`src/rtl/dll_ctrl_pkg.sv`:
```
// Shared types for the FMDLL delay-code controller: loop states, window
// decisions and the vote accumulator sizing rule.
package dll_ctrl_pkg;

  typedef enum logic [1:0] {
    IDLE,
    ACQUIRE,
    TRACK,
    LOCKED
  } state_t;

  typedef enum logic [1:0] {
    HOLD,
    UP,
    DN
  } dec_t;

  // Accumulator must hold +/-FILT_LEN as a signed value.
  function automatic int acc_width(input int filt_len);
    return $clog2(filt_len) + 2;
  endfunction

endpackage

```
`src/rtl/pd_vote_filter.sv`:
```
// Majority filter for phase-detector pulses: SETTLE ignored cycles, then
// FILT_LEN signed votes, then a one-cycle decision strobe.
module pd_vote_filter
  import dll_ctrl_pkg::*;
#(
  parameter int FILT_LEN = 8,
  parameter int SETTLE   = 4
) (
  input  logic clk,
  input  logic rst,
  input  logic active,
  input  logic pd_up,
  input  logic pd_dn,
  output logic dec_valid,
  output dec_t decision
);

  localparam int ACC_W = acc_width(FILT_LEN);
  localparam int LAST  = SETTLE + FILT_LEN - 1;
  localparam int CNT_W = $clog2(SETTLE + FILT_LEN + 1);

  logic [CNT_W-1:0]        cnt;
  logic signed [ACC_W-1:0] acc;
  logic signed [ACC_W-1:0] vote;
  logic signed [ACC_W-1:0] acc_sum;
  logic                    sampling;
  logic                    last_cycle;

  // The final sample is folded in combinationally so the decision is
  // available in the same cycle as that sample.
  always_comb begin
    vote = '0;
    if (pd_up && !pd_dn) begin
      vote = ACC_W'(1);
    end else if (pd_dn && !pd_up) begin
      vote = '1;
    end
    sampling   = (cnt >= CNT_W'(SETTLE));
    last_cycle = (cnt == CNT_W'(LAST));
    acc_sum    = sampling ? (acc + vote) : acc;
    dec_valid  = active && last_cycle;
    decision   = HOLD;
    if (acc_sum > 0) begin
      decision = UP;
    end else if (acc_sum < 0) begin
      decision = DN;
    end
  end

  always_ff @(posedge clk or posedge rst) begin
    if (rst) begin
      cnt <= '0;
      acc <= '0;
    end else if (!active || last_cycle) begin
      cnt <= '0;
      acc <= '0;
    end else begin
      cnt <= cnt + CNT_W'(1);
      acc <= acc_sum;
    end
  end

endmodule

```
`src/rtl/dll_code_controller.sv`:
```
// Closed-loop delay-code controller: coarse acquisition, unit-step tracking
// and lock detection driving the 10-bit FMDLL delay code.
module dll_code_controller
  import dll_ctrl_pkg::*;
#(
  parameter int CODE_W      = 10,
  parameter int INIT_CODE   = 512,
  parameter int FILT_LEN    = 8,
  parameter int SETTLE      = 4,
  parameter int COARSE_STEP = 16,
  parameter int LOCK_CNT    = 4,
  parameter int UNLOCK_CNT  = 3
) (
  input  logic              clk,
  input  logic              rst,
  input  logic              en,
  input  logic              pd_up,
  input  logic              pd_dn,
  output logic [CODE_W-1:0] q,
  output logic              q_upd,
  output logic              locked,
  output logic              code_sat
);

  localparam int LOCK_W   = $clog2(LOCK_CNT + 1);
  localparam int UNLOCK_W = $clog2(UNLOCK_CNT + 1);

  state_t state, state_n;
  dec_t   prev_dir, prev_dir_n;
  dec_t   dec;
  logic   dec_valid;

  logic [CODE_W-1:0]   q_n;
  logic [CODE_W-1:0]   cand;
  logic                q_upd_n, locked_n, code_sat_n;
  logic                clamp, reversal, acq_exit;
  logic [CODE_W:0]     step_sz, sum_up, sum_dn;
  logic [LOCK_W-1:0]   lock_cnt, lock_cnt_n;
  logic [UNLOCK_W-1:0] unlock_cnt, unlock_cnt_n;

  pd_vote_filter #(
    .FILT_LEN(FILT_LEN),
    .SETTLE  (SETTLE)
  ) u_filter (
    .clk      (clk),
    .rst      (rst),
    .active   (en && (state != IDLE)),
    .pd_up    (pd_up),
    .pd_dn    (pd_dn),
    .dec_valid(dec_valid),
    .decision (dec)
  );

  // The reversal/HOLD that ends acquisition is already a tracking decision:
  // it takes a unit step and counts as the first lock event.
  always_comb begin
    reversal = (dec != HOLD) && (prev_dir != HOLD) && (dec != prev_dir);
    acq_exit = (state == ACQUIRE) && ((dec == HOLD) || reversal);
    step_sz  = ((state == ACQUIRE) && !acq_exit) ? (CODE_W+1)'(COARSE_STEP) : (CODE_W+1)'(1);
    sum_up   = {1'b0, q} + step_sz;
    sum_dn   = {1'b0, q} - step_sz;
    cand     = q;
    clamp    = 1'b0;
    case (dec)
      UP: begin
        clamp = sum_up[CODE_W];
        cand  = clamp ? '1 : sum_up[CODE_W-1:0];
      end
      DN: begin
        clamp = sum_dn[CODE_W];
        cand  = clamp ? '0 : sum_dn[CODE_W-1:0];
      end
      default: ;
    endcase
  end

  always_comb begin
    state_n      = state;
    prev_dir_n   = prev_dir;
    q_n          = q;
    q_upd_n      = 1'b0;
    locked_n     = locked;
    code_sat_n   = code_sat;
    lock_cnt_n   = lock_cnt;
    unlock_cnt_n = unlock_cnt;
    if (!en) begin
      state_n      = IDLE;
      locked_n     = 1'b0;
      lock_cnt_n   = '0;
      unlock_cnt_n = '0;
    end else if (state == IDLE) begin
      state_n      = ACQUIRE;
      q_n          = CODE_W'(INIT_CODE);
      prev_dir_n   = HOLD;
      lock_cnt_n   = '0;
      unlock_cnt_n = '0;
    end else if (dec_valid) begin
      q_n        = cand;
      q_upd_n    = (cand != q);
      code_sat_n = clamp;
      if (dec != HOLD) begin
        prev_dir_n = dec;
      end
      case (state)
        ACQUIRE: begin
          if (acq_exit) begin
            state_n    = TRACK;
            lock_cnt_n = LOCK_W'(1);
          end
        end
        TRACK: begin
          if ((dec == HOLD) || reversal) begin
            if (lock_cnt == LOCK_W'(LOCK_CNT - 1)) begin
              state_n      = LOCKED;
              locked_n     = 1'b1;
              lock_cnt_n   = '0;
              unlock_cnt_n = '0;
            end else begin
              lock_cnt_n = lock_cnt + LOCK_W'(1);
            end
          end else begin
            lock_cnt_n = '0;
          end
        end
        LOCKED: begin
          if ((dec != HOLD) && !reversal) begin
            if (unlock_cnt == UNLOCK_W'(UNLOCK_CNT - 1)) begin
              state_n      = TRACK;
              locked_n     = 1'b0;
              lock_cnt_n   = '0;
              unlock_cnt_n = '0;
            end else begin
              unlock_cnt_n = unlock_cnt + UNLOCK_W'(1);
            end
          end else begin
            unlock_cnt_n = '0;
          end
        end
        default: ;
      endcase
    end
  end

  always_ff @(posedge clk or posedge rst) begin
    if (rst) begin
      state      <= IDLE;
      prev_dir   <= HOLD;
      q          <= CODE_W'(INIT_CODE);
      q_upd      <= 1'b0;
      locked     <= 1'b0;
      code_sat   <= 1'b0;
      lock_cnt   <= '0;
      unlock_cnt <= '0;
    end else begin
      state      <= state_n;
      prev_dir   <= prev_dir_n;
      q          <= q_n;
      q_upd      <= q_upd_n;
      locked     <= locked_n;
      code_sat   <= code_sat_n;
      lock_cnt   <= lock_cnt_n;
      unlock_cnt <= unlock_cnt_n;
    end
  end

endmodule
```
`config.mk`:
```
export PLATFORM = sky130hd
export DESIGN_NAME = dll_code_controller
export DESIGN_NICKNAME = d
export VERILOG_FILES = /design/src/rtl/dll_ctrl_pkg.sv /design/src/rtl/pd_vote_filter.sv /design/src/rtl/dll_code_controller.sv
export SDC_FILE = /design/constraint.sdc
export NUM_CORES = 1
export LEC_CHECK = 0
export CAP_MARGIN = 10
export CORE_UTILIZATION = 55
export CTS_CLUSTER_SIZE = 25
export DETAILED_ROUTE_END_ITERATION = 10
export DONT_BUFFER_PORTS = 1
export MAX_ROUTING_LAYER = met4
export PLACE_DENSITY_LB_ADDON = 0.25
export SYNTH_ARGS = -nofsm -noshare
export SYNTH_HDL_FRONTEND = slang
export SYNTH_SLANG_ARGS = --single-unit
```
`constraint.sdc`:
```
create_clock -name clk -period 11.5 [get_ports clk]
set_input_delay 1.15 -clock clk [delete_from_list [all_inputs] [get_ports clk]]
set_output_delay 1.15 -clock clk [all_outputs]
set_load 0.005 [all_outputs]
```
==> flow_summary_export.csv <==
group,metric,value,unit
place,io_buffers,0,
timing,min_period,5.99,ns
power_and_ir_drop,switching_power,0.000131,W
logic_synthesis,ys_seq_area_share,29.9,%
logic_synthesis,synth_nets,338,
layout,multi_input_area,0.00169,mm^2
detailed_routing,drc,4,
place,globalplace.congestion,0.945,
die,dieArea,0.00501,mm^2
power_and_ir_drop,leakage,1.23,nW
timing,slew_headroom,48.1,%
logic_synthesis,synth.most_common_cell,"nand2_1",
layout,synthToLayoutAreaGrowth,5.05,%
detailed_routing,drt_first_pass_iters,10,
logic_synthesis,synth_top_cell_by_area,"dfrtp_1",
logic_synthesis,ys_ff_latch,31,
layout,final_util,61.5,%
cts,post_cts_buffers,0,
layout,regArea,777,um^2
run_status,violations,"DRC",
cts,clock-root-buffer,"clkbuf_8",
detailed_routing,finalWirelength,6250,um
logic_synthesis,synth_top_cell_area_share,28.8,%
setup_path,crit_arrival,6.21,ns
cts,cts_tree,"yes",
setup_path,crit_path_start_kind,"input port",
die,die_h,70.8,um
layout,antenna_cells,0,
place,place_inst,355,
hold_path,hold_class,"reg2reg",
setup_path,path_class,"in2reg",
cts,clk_pin_slew,0.07,ns
layout,num-nets-final,332,
detailed_routing,wl_per_cell,17.2,um
die,coreArea,0.00444,mm^2
power_and_ir_drop,power_frac_comb,34.5,%
timing,drv_slew,0,
setup_path,required,11.72,ns
logic_synthesis,synth_commonest_cells,"nand2_1, dfrtp_1, o21ai_0, nor2_1, inv_1",
global_routing,grt_max_degree,32,
run_status,status,"finished with violations",
timing,fmax,0.167,GHz
cts,clock_latency,0.29,ns
logic_synthesis,postSynthAreaPerCell,8.24,um^2
layout,fillCellCount,392,
die,row_count,24,
place,place_hpwl,4550,um
die,start_util,58.6,%
logic_synthesis,syn_inst,316,
power_and_ir_drop,switching_share,35.5,%
global_routing,gr-total-overflow,0,
cts,cts.sinks,31,
power_and_ir_drop,p_int,0.000237,W
timing,rsz0062_at_grt,"no",
flow_run,cap_violations,0,
timing,period_share,52.1,%
layout,drive_above_1_share,8.04,%
detailed_routing,drtIter0Drc,308,
logic_synthesis,synth_area_leaders,"dfrtp_1, ha_1, o21ai_0",
logic_synthesis,ys_dominant_reg_cell,"dfrtp_1",
power_and_ir_drop,clkPwrFrac,30.7,%
global_routing,grt_pass1_vias,2235,
setup_path,path_max_fanout,17,
timing,worst_pin_slew,0.771,ns
cts,cts_buffer_depth,2,
detailed_routing,num_vias,2406,
global_routing,track_usage,27.5,%
power_and_ir_drop,vdd_ir_drop_max,152,uV
cts,postCtsHoldBufs,0,
power_and_ir_drop,power_frac_seq,34.8,%
setup_path,cp-end-kind,"register",
cts,cts_max_level,2,
logic_synthesis,synth_area,0.00260,mm^2
timing,setup_violations,0,
timing,hold_viol,0,
logic_synthesis,synthArstFlopShare,100,%
logic_synthesis,synth_cell_types,63,
cts,numCtsBuffers,5,
timing,fin_tns_setup,0,ns
die,io_pins,18,
die,fp.dieW,70.8,um
cts,cts_resized,0,
layout,final-instance-count-excl-fill,363,
power_and_ir_drop,cellPowerDensity,135,mW/mm^2
timing,skew,0.00382,ns
global_routing,grt_first_pass_wirelength,10600,um
detailed_routing,antenna_left,0,
global_routing,antenna_found_initial,0,
detailed_routing,viasPerCell,6.63,
logic_synthesis,yosysWarnings,0,
logic_synthesis,synth_edf_count,0,
[cells in the final DEF, fill, tap and decap left out, types with 8 or more instances in the layout]
cell,instances
a21oi_1,14
a31oi_1,8
dfrtp_1,30
ha_1,17
inv_1,19
nand2_1,33
nand3_1,12
nor2_1,25
o21ai_0,30
[path summary, 6_finish.rpt]
check	start	end	slack, ns	depth (start not counted)
hold reg to reg	u_filter.cnt[0]$_DFF_PP0_	u_filter.cnt[0]$_DFF_PP0_	0.46	1
setup / recovery	pd_up	q[4]$_DFFE_PP0P_	5.51	20
min in group asynchronous	rst	u_filter.cnt[3]$_DFF_PP0_	0.82	2
hold / removal	u_filter.cnt[0]$_DFF_PP0_	u_filter.cnt[0]$_DFF_PP0_	0.46	1
setup reg to reg	u_filter.acc[1]$_DFF_PP0_	q[4]$_DFFE_PP0P_	6.26	17
max in group asynchronous	rst	q[9]$_DFFE_PP1P_	10.35	2
[routing by layer]
layer  vias up  track usage, %  part of all wire (%)
met5         -               -                     0
met4         0            9.33                   1.2
met3        10            7.12                   9.3
met2       123            39.6                    43
met1      1117            37.7                    46
li1       1156               -                     -
[cells by family (layout without fill, tap and decap cells)]
kind of cell | count (synthesis) | after routing | synth area share, %
xor+xnor | 10 | 10 | 3.37
compound gates | 103 | 103 | 27.7
mux | 8 | 8 | 3.32
fa+ha+maj | 17 | 17 | 8.17
simple gates | 113 | 113 | 22.3
flops | 31 | 31 | 29.9
buf+inv | 34 | 29 | 5.29
[critical path: stages]
cell	delay, ns
inv_1	0.03
ha_1	0.26
inv_1	0.04
ha_1	0.20
ha_1	0.21
nor3b_1	0.16
or3_4	0.40
a211oi_4	0.67
mux2_4	0.37
a21oi_4	0.23
nand2_1	0.19
ha_1	0.43
nand4b_1	0.27
a21boi_0	0.40
nand3_1	0.21
o211a_1	0.31
a221o_1	0.40
nor2_1	0.10
nor2_1	0.05
a21oi_1	0.12
[flip-flops by register name, summed over array words and instances (netlist names)]
name,count
code_sat,1
lock_cnt,3
locked,1
prev_dir,2
q,10
q_upd,1
state,2
u_filter.acc,5
u_filter.cnt,4
unlock_cnt,2
[final cells by class]
cell class,count,share of cell area [%]
clock buffers,6,3.02
repair buffers,2,0.549
inverters,19,2.61
clock inverters,2,1.28
well taps,52,2.38
flip-flops and latches,31,28.4
multi-input cells,251,61.7
[metrics by stage]
step / hold slack (ns) / total power, W / worst slack [ns] / cell area [um^2]
final: 0.458 / 0.000368 / 5.51 / 2730
after global routing: 0.481 / 0.000390 / 5.18 / 2730
after floorplan: 0.433 / 0.000225 / 5.98 / 2600
after CTS: 0.462 / 0.000366 / 5.59 / 2730
after detailed placement: 0.453 / 0.000254 / 5.30 / 2620
after global placement: 0.458 / 0.000254 / 5.36 / 2620
[power by group through the flow]
stage	sequential [W]	combinational, W	clock [W]
finish	0.000128	0.000127	0.000113
global placement	0.000130	0.000124	0
floorplan	0.000127	0.0000981	0
global route	0.000130	0.000143	0.000118
detailed placement	0.000130	0.000124	0
CTS	0.000128	0.000125	0.000113
Note: power is estimated with default switching activity, not from simulation.
